**config.mk**
```make
export PLATFORM = sky130hd
export DESIGN_NAME = noc_packet_encoder_flat
export DESIGN_NICKNAME = d
export VERILOG_FILES = /design/src/rtl/noc_packet_encoder_if.sv /design/src/rtl/noc_packet_encoder.sv /design/src/flat_wrapper.sv
export SDC_FILE = /design/constraint.sdc
export NUM_CORES = 1
export LEC_CHECK = 0
export ABC_AREA = 1
export ABC_CLOCK_PERIOD_IN_PS = 3600
export BUFFER_PORTS_ARGS = -buffer_cell sky130_fd_sc_hd__clkbuf_2
export CORE_UTILIZATION = 50
export DETAILED_ROUTE_END_ITERATION = 8
export PLACE_DENSITY_LB_ADDON = 0.1
export SYNTH_ARGS = -nofsm -noshare
export SYNTH_HDL_FRONTEND = slang
export SYNTH_SLANG_ARGS = --single-unit
export TNS_END_PERCENT = 5
```
**constraint.sdc**
```tcl
create_clock -name clk -period 3.6 [get_ports clk]
set_input_delay 0.72 -clock clk [delete_from_list [all_inputs] [get_ports clk]]
set_output_delay 0.72 -clock clk [all_outputs]
set_load 0.005 [all_outputs]
```
**src/rtl/noc_packet_encoder_if.sv**
```systemverilog
// noc_packet_encoder_if: command and packet channels of the NoC packet encoder.
//
// Both channels use the same handshake: a transfer happens on the rising clock
// edge where valid and ready are both high. The sender holds valid and its
// payload stable until that edge; ready may come and go freely, and valid
// never waits for ready.
//
// Modports:
//   slave  - the encoder: consumes commands, produces packets.
//   master - the environment: produces commands, consumes packets.
interface noc_packet_encoder_if #(
    parameter int ADDR_WIDTH = 4,
    parameter int OP_WIDTH   = 2,
    parameter int FILTER_W   = 24,
    parameter int SPIKE_W    = 5,
    parameter int PKT_W      = 39
) ();
    // Command channel (memory controller / PE -> encoder)
    logic                  cmd_valid;
    logic                  cmd_ready;
    logic [OP_WIDTH-1:0]   cmd_op;
    logic [ADDR_WIDTH-1:0] cmd_dest;
    logic [FILTER_W-1:0]   cmd_filter;
    logic [SPIKE_W-1:0]    cmd_spike;

    // Packet channel (encoder -> NoC router injection port)
    logic                  pkt_valid;
    logic                  pkt_ready;
    logic [PKT_W-1:0]      pkt_data;

    modport slave (
        input  cmd_valid, cmd_op, cmd_dest, cmd_filter, cmd_spike, pkt_ready,
        output cmd_ready, pkt_valid, pkt_data
    );

    modport master (
        output cmd_valid, cmd_op, cmd_dest, cmd_filter, cmd_spike, pkt_ready,
        input  cmd_ready, pkt_valid, pkt_data
    );
endinterface

```
**src/rtl/noc_packet_encoder.sv**
```systemverilog
// noc_packet_encoder: packs frame-level commands into NoC packets and queues
// them in a small FIFO for the router injection port.
//
// Packet layout (LSB first): dest | src | op | payload, where the payload is
// {spike, filter} for op 0, {0, spike} for op 1 and {0, filter} for op 2.
// Op 3 is accepted, dropped and flagged in the sticky err_illegal_op.
//
// Optional feature, macro SPIKE_ZERO_SUPPRESS_EN: op 1 commands carrying an
// all-zero spike frame are accepted but dropped, and counted on the extra
// suppress_count output.
module noc_packet_encoder #(
    parameter int ADDR_WIDTH = 4,
    parameter int OP_WIDTH   = 2,
    parameter int FILTER_W   = 24,
    parameter int SPIKE_W    = 5,
    parameter int PKT_W      = 39,
    parameter int DEPTH      = 4,
    parameter int SRC_ADDR   = 0,
    parameter int CNT_W      = 16
) (
    input  logic             clk,
    input  logic             rst_n,
    noc_packet_encoder_if.slave bus,
    output logic             idle,
    output logic [CNT_W-1:0] tx_count,
    output logic             err_illegal_op
`ifdef SPIKE_ZERO_SUPPRESS_EN
    ,
    output logic [CNT_W-1:0] suppress_count
`endif
);

    // Pointers carry one extra wrap bit so full and empty are distinguishable.
    localparam int IDX_W = $clog2(DEPTH);
    localparam int PTR_W = IDX_W + 1;
    // First payload bit, just above dest, src and op.
    localparam int PB    = 2 * ADDR_WIDTH + OP_WIDTH;

    logic [PKT_W-1:0] mem [DEPTH];
    logic [PTR_W-1:0] wr_ptr;
    logic [PTR_W-1:0] rd_ptr;
    logic             ready_en;
    logic             full;
    logic             empty;
    logic             accept;
    logic             pop;
    logic             push;
    logic             illegal;
    logic             suppress;
    logic [PKT_W-1:0] packed_pkt;

    assign full  = (wr_ptr[IDX_W] != rd_ptr[IDX_W]) &&
                   (wr_ptr[IDX_W-1:0] == rd_ptr[IDX_W-1:0]);
    assign empty = (wr_ptr == rd_ptr);

    // ready_en keeps cmd_ready low until the first edge after reset release.
    assign bus.cmd_ready = ready_en && !full;
    assign bus.pkt_valid = !empty;
    assign bus.pkt_data  = empty ? '0 : mem[rd_ptr[IDX_W-1:0]];
    assign idle          = empty;

    assign accept  = bus.cmd_valid && bus.cmd_ready;
    assign pop     = bus.pkt_valid && bus.pkt_ready;
    assign illegal = (bus.cmd_op == OP_WIDTH'(3));
`ifdef SPIKE_ZERO_SUPPRESS_EN
    assign suppress = (bus.cmd_op == OP_WIDTH'(1)) && (bus.cmd_spike == '0);
`else
    assign suppress = 1'b0;
`endif
    assign push = accept && !illegal && !suppress;

    // Build the packet for the command currently presented; unused fields are zero.
    always_comb begin
        packed_pkt = '0;
        packed_pkt[ADDR_WIDTH-1:0]            = bus.cmd_dest;
        packed_pkt[2*ADDR_WIDTH-1:ADDR_WIDTH] = ADDR_WIDTH'(SRC_ADDR);
        packed_pkt[PB-1:2*ADDR_WIDTH]         = bus.cmd_op;
        if (bus.cmd_op == OP_WIDTH'(0)) begin
            packed_pkt[PB+FILTER_W-1:PB]                  = bus.cmd_filter;
            packed_pkt[PB+FILTER_W+SPIKE_W-1:PB+FILTER_W] = bus.cmd_spike;
        end else if (bus.cmd_op == OP_WIDTH'(1)) begin
            packed_pkt[PB+SPIKE_W-1:PB] = bus.cmd_spike;
        end else if (bus.cmd_op == OP_WIDTH'(2)) begin
            packed_pkt[PB+FILTER_W-1:PB] = bus.cmd_filter;
        end
    end

    // FIFO pointers and the post-reset ready enable.
    always_ff @(posedge clk or negedge rst_n) begin
        if (!rst_n) begin
            wr_ptr   <= '0;
            rd_ptr   <= '0;
            ready_en <= 1'b0;
        end else begin
            ready_en <= 1'b1;
            if (push) wr_ptr <= wr_ptr + PTR_W'(1);
            if (pop)  rd_ptr <= rd_ptr + PTR_W'(1);
        end
    end

    // FIFO storage; contents are only visible through a valid head pointer.
    always_ff @(posedge clk) begin
        if (push) mem[wr_ptr[IDX_W-1:0]] <= packed_pkt;
    end

    // Transmit counter and sticky illegal-op flag.
    always_ff @(posedge clk or negedge rst_n) begin
        if (!rst_n) begin
            tx_count       <= '0;
            err_illegal_op <= 1'b0;
        end else begin
            if (pop)               tx_count       <= tx_count + CNT_W'(1);
            if (accept && illegal) err_illegal_op <= 1'b1;
        end
    end

`ifdef SPIKE_ZERO_SUPPRESS_EN
    // Count op 1 commands dropped for carrying an empty spike frame.
    always_ff @(posedge clk or negedge rst_n) begin
        if (!rst_n) suppress_count <= '0;
        else if (accept && suppress) suppress_count <= suppress_count + CNT_W'(1);
    end
`endif

endmodule

```
**src/flat_wrapper.sv**
```systemverilog
// flat-port wrapper written by rule: the top's interface ports become plain ports
module noc_packet_encoder_flat 
#(
    parameter int ADDR_WIDTH = 4,
    parameter int OP_WIDTH   = 2,
    parameter int FILTER_W   = 24,
    parameter int SPIKE_W    = 5,
    parameter int PKT_W      = 39,
    parameter int DEPTH      = 4,
    parameter int SRC_ADDR   = 0,
    parameter int CNT_W      = 16
)
  (clk, rst_n, idle, tx_count, err_illegal_op, bus_cmd_valid, bus_cmd_op, bus_cmd_dest, bus_cmd_filter, bus_cmd_spike, bus_pkt_ready, bus_cmd_ready, bus_pkt_valid, bus_pkt_data);
  noc_packet_encoder_if #(.ADDR_WIDTH(ADDR_WIDTH), .OP_WIDTH(OP_WIDTH), .FILTER_W(FILTER_W), .SPIKE_W(SPIKE_W), .PKT_W(PKT_W)) bus_i ();
  input  logic clk;
  input  logic rst_n;
  output logic idle;
  output logic [CNT_W-1:0] tx_count;
  output logic err_illegal_op;
  input wire logic [$bits(bus_i.cmd_valid)-1:0] bus_cmd_valid;
  input wire logic [$bits(bus_i.cmd_op)-1:0] bus_cmd_op;
  input wire logic [$bits(bus_i.cmd_dest)-1:0] bus_cmd_dest;
  input wire logic [$bits(bus_i.cmd_filter)-1:0] bus_cmd_filter;
  input wire logic [$bits(bus_i.cmd_spike)-1:0] bus_cmd_spike;
  input wire logic [$bits(bus_i.pkt_ready)-1:0] bus_pkt_ready;
  output wire logic [$bits(bus_i.cmd_ready)-1:0] bus_cmd_ready;
  output wire logic [$bits(bus_i.pkt_valid)-1:0] bus_pkt_valid;
  output wire logic [$bits(bus_i.pkt_data)-1:0] bus_pkt_data;
  assign bus_i.cmd_valid = bus_cmd_valid;
  assign bus_i.cmd_op = bus_cmd_op;
  assign bus_i.cmd_dest = bus_cmd_dest;
  assign bus_i.cmd_filter = bus_cmd_filter;
  assign bus_i.cmd_spike = bus_cmd_spike;
  assign bus_i.pkt_ready = bus_pkt_ready;
  assign bus_cmd_ready = bus_i.cmd_ready;
  assign bus_pkt_valid = bus_i.pkt_valid;
  assign bus_pkt_data = bus_i.pkt_data;
  noc_packet_encoder #(.ADDR_WIDTH(ADDR_WIDTH), .OP_WIDTH(OP_WIDTH), .FILTER_W(FILTER_W), .SPIKE_W(SPIKE_W), .PKT_W(PKT_W), .DEPTH(DEPTH), .SRC_ADDR(SRC_ADDR), .CNT_W(CNT_W)) u_core (.clk(clk), .rst_n(rst_n), .bus(bus_i), .idle(idle), .tx_count(tx_count), .err_illegal_op(err_illegal_op));
endmodule
```
==> run_summary.xml <==
<?xml version="1.0" encoding="UTF-8"?>
<metrics>
  <group name="run_status">
    <metric name="outcome" unit="">complete, no violations</metric>
  </group>
  <group name="synth">
    <metric name="netlist_instances" unit="">682</metric>
    <metric name="ys_async_sr_fraction" unit="%">14.6</metric>
    <metric name="syn_area" unit="um2">7190</metric>
    <metric name="synth_enable_flop_cells" unit="">140</metric>
    <metric name="synth_compound_gate_area_share" unit="%">8.80</metric>
    <metric name="synth-seq-cells" unit="">164</metric>
    <metric name="synth_xor_xnor_area_share" unit="%">1.46</metric>
    <metric name="synth_top_family_by_area" unit="">simple AND/OR/NAND/NOR gates</metric>
    <metric name="synth_sequential_area_ratio" unit="%">66.8</metric>
    <metric name="yosysUniqueCellTypes" unit="">27</metric>
    <metric name="synth_top_flop_cell" unit="">edfxtp_1</metric>
    <metric name="synth_warnings" unit="">0</metric>
    <metric name="post_synth_and_or_nand_nor_area_fraction" unit="%">14.3</metric>
    <metric name="synthMuxAreaShare" unit="%">0</metric>
    <metric name="yosys.area_share.adder" unit="%">1.04</metric>
    <metric name="syn_avg_cell_area" unit="um2">10.5</metric>
  </group>
  <group name="cells_and_area">
    <metric name="finalInstanceArea" unit="um2">8450</metric>
    <metric name="final_nets" unit="">815</metric>
    <metric name="layout.cells.most_common_list" unit="">140 x edfxtp_1, 127 x nand2_1, 108 x nor2_1</metric>
    <metric name="mostFrequentLayoutCell" unit="">edfxtp_1</metric>
    <metric name="share_of_final_layout_standard_cells_stronger_than_drive_strength_1" unit="%">18.3</metric>
    <metric name="area_growth_syn_to_layout" unit="%">17.4</metric>
    <metric name="insertedDiodeCount" unit="">0</metric>
  </group>
  <group name="timing">
    <metric name="final-hold-violation-count" unit="">0</metric>
    <metric name="finalCritPeriodShare" unit="%">82.9</metric>
    <metric name="clock.fmax" unit="MHz">335</metric>
    <metric name="slew_headroom" unit="%">51.0</metric>
    <metric name="fin_setup_tns" unit="ns">0</metric>
    <metric name="grt_setup_unrepaired" unit="">false</metric>
    <metric name="report.final.slew_viol_count" unit="">0</metric>
    <metric name="worst_clock_skew" unit="ns">0.00666</metric>
    <metric name="crit_path_setup_slack_layout" unit="ns">0.617</metric>
    <metric name="finalWorstPathRequiredPeriod" unit="ns">2.98</metric>
    <metric name="timing_worst_slew_pin_value" unit="ns">0.735</metric>
    <metric name="setup_viol_count_final" unit="">0</metric>
  </group>
  <group name="drt">
    <metric name="wl_cell" unit="um">15.9</metric>
    <metric name="drc" unit="">0</metric>
    <metric name="detail-route-antenna-nets" unit="">0</metric>
    <metric name="wl" unit="um">15300</metric>
    <metric name="vias_per_cell" unit="">5.17</metric>
    <metric name="detailed_routing_iterations_pass_1" unit="">5</metric>
    <metric name="total_via_count_after_detailed_routing" unit="">4976</metric>
    <metric name="first_iter_violations" unit="">399</metric>
  </group>
  <group name="placed_design">
    <metric name="gpl_wtd_cong" unit="">0.817</metric>
    <metric name="placedInstanceArea" unit="um2">7830</metric>
    <metric name="detailedPlace.worstSlack" unit="ns">1.07</metric>
    <metric name="place.detailed.hpwl" unit="um">8930</metric>
    <metric name="buffer_ports.inserted" unit="">93</metric>
  </group>
  <group name="clocking">
    <metric name="cts_hold_repair.buffers" unit="">0</metric>
    <metric name="postCtsResizedCells" unit="">0</metric>
    <metric name="cts_tree" unit="">built</metric>
    <metric name="clk_pin_slew_worst_paths" unit="ns">0.06</metric>
    <metric name="clock_insertion_delay_worst_skew" unit="ns">0.42</metric>
    <metric name="cts.htree.levels" unit="">4</metric>
    <metric name="post-cts-setup-buffer-count" unit="">0</metric>
    <metric name="cts-root-to-sink-buffers" unit="">2</metric>
    <metric name="clockRootBuffer" unit="">clkbuf_16</metric>
    <metric name="tritoncts_num_sinks" unit="">164</metric>
    <metric name="cts_buffers" unit="">17</metric>
  </group>
  <group name="pwr">
    <metric name="switching_power" unit="uW">2240</metric>
    <metric name="worst_ir_drop_vdd" unit="V">0.000380</metric>
    <metric name="clock_power_share" unit="%">29.1</metric>
    <metric name="p_int" unit="uW">4180</metric>
    <metric name="power-per-cell-area" unit="nW/um2">760</metric>
    <metric name="pwr-share-seq" unit="%">37.1</metric>
    <metric name="p_sw_share" unit="%">34.8</metric>
    <metric name="share_comb_of_total_power" unit="%">33.8</metric>
    <metric name="total_leakage_power" unit="uW">0.00360</metric>
  </group>
  <group name="worst_setup_path">
    <metric name="cp.arrival" unit="ns">2.26</metric>
    <metric name="critical_path.max_fanout" unit="">71</metric>
    <metric name="critPathSlowestCell" unit="">buf_4</metric>
    <metric name="crit_chain" unit="">inv_4 &gt; buf_4 &gt; o21ai_0 &gt; o22ai_1 &gt; nand2_1 &gt; inv_1 &gt; clkbuf_2</metric>
    <metric name="cp_slowest_stage_delay" unit="ns">0.59</metric>
    <metric name="path_buf_inv" unit="">4</metric>
    <metric name="critical_path.startpoint_type" unit="">flip-flop</metric>
    <metric name="setup.worst_path.class" unit="">reg2out</metric>
    <metric name="timing.critical_path.max_delay_family" unit="">buffers and inverters</metric>
    <metric name="critPathRequiredTime" unit="ns">2.88</metric>
    <metric name="cp-end-kind" unit="">output pin</metric>
  </group>
  <group name="global_routing">
    <metric name="groute.layer.met3.usage" unit="%">5.24</metric>
    <metric name="global_route_wire_length_before_repair" unit="um">24300</metric>
    <metric name="grt.total_usage" unit="%">22.1</metric>
    <metric name="initial_antenna_violation_count" unit="">0</metric>
    <metric name="largest_net_degree_at_the_start_of_global_routing" unit="">72</metric>
    <metric name="grt.overflow.total" unit="">0</metric>
    <metric name="grt_busiest_layer" unit="">met2</metric>
    <metric name="grt_use_met1" unit="%">28.2</metric>
    <metric name="via_count_of_the_first_global_routing_pass" unit="">4762</metric>
    <metric name="grt_use_met2" unit="%">36.8</metric>
  </group>
  <group name="floorplan">
    <metric name="core_area" unit="um2">13900</metric>
    <metric name="effective_utilization_at_floorplan" unit="%">51.6</metric>
    <metric name="fp.dieH" unit="um">122</metric>
    <metric name="die_w" unit="um">122</metric>
    <metric name="dieArea" unit="um2">14900</metric>
    <metric name="placement_rows" unit="">43</metric>
    <metric name="floorplan.io_pins" unit="">98</metric>
  </group>
  <group name="run">
    <metric name="count_of_max_cap_constraint_violations" unit="">0</metric>
  </group>
  <group name="min_path">
    <metric name="hp-class" unit="">in2async</metric>
  </group>
</metrics>
-- cells in the mapped netlist (2+ instances only) --
master	n	share of area, %
o21ai_1	4	0.28
dfrtp_1	24	8.3
ha_1	6	1.0
buf_2	4	0.28
nor2_1	112	5.8
nand4_1	4	0.35
conb_1	2	0.10
xor2_1	3	0.37
inv_1	85	4.4
clkbuf_1	18	0.94
nand2_1	127	6.6
buf_6	6	0.94
o21ai_0	71	4.9
nand3_1	11	0.77
buf_4	7	0.73
xnor2_1	9	1.1
o22ai_1	40	3.5
edfxtp_1	140	58
-- layer usage --
metal,up-vias,wire [um]
met3,22,800
met2,149,7630
met1,2359,6630
met4,0,239
met5,-,0
li1,2446,-
-- through the flow --
step	utilization (%)	instances	hold slack [ns]	total power (uW)
3_5_place_dp	56.2	931	0.512	4610
6_report	60.6	963	0.299	6420
4_1_cts	60.6	963	0.329	6490
5_1_grt	60.6	963	0.334	6860
2_1_floorplan	-	685	0.424	3840
3_3_place_gp	56.2	931	0.509	4550
-- path summary, 6_finish.rpt --
check,start,cells past startpoint,slack (ns),to
max reg2reg,u_core.rd_ptr[1]$_DFFE_PN0P_,7,1.25,u_core.mem[2][6]$_DFFE_PP_
max,u_core.rd_ptr[0]$_DFFE_PN0P_,7,0.62,bus_pkt_data[11]
min reg2reg,u_core.tx_count[10]$_DFFE_PN0P_,2,0.54,u_core.tx_count[10]$_DFFE_PN0P_
max in group asynchronous,rst_n,1,2.87,u_core.rd_ptr[0]$_DFFE_PN0P_
min,rst_n,1,0.30,u_core.tx_count[4]$_DFFE_PN0P_
min in group clk,bus_cmd_dest[3],1,0.53,u_core.mem[3][3]$_DFFE_PP_
-- power groups by stage --
stage	sequential [uW]	clock (uW)	combinational [uW]
floorplan	2380	0	1450
global placement	2410	0	2140
detailed placement	2420	0	2200
CTS	2380	1900	2210
global route	2400	1980	2480
finish	2380	1870	2170
-- state kept, by name (all words and copies together), names as in the netlist --
signal                 cells
u_core.wr_ptr              3
u_core.mem               140
u_core.ready_en            1
u_core.rd_ptr              3
u_core.err_illegal_op      1
u_core.tx_count           16
-- layout make-up --
class,instances,area (um2)
repair buffers,102,583
well taps,180,225
multi-input cells,398,1890
flip-flops and latches,164,4810
inverters,87,329
clock buffers,17,425
clock inverters,15,189
fillers,1154,5490
-- logic make-up (layout without fill, tap and decap cells) --
family	Yosys count	count (layout)
and+or+nand+nor	259	259
DFF	164	164
buffers and inverters	123	221
AOI/OAI and AO/OA	116	116
xor gates and xnor gates	12	12
adders and majority gates	6	6
other	2	5
Note: power is estimated with default switching activity, not from simulation.
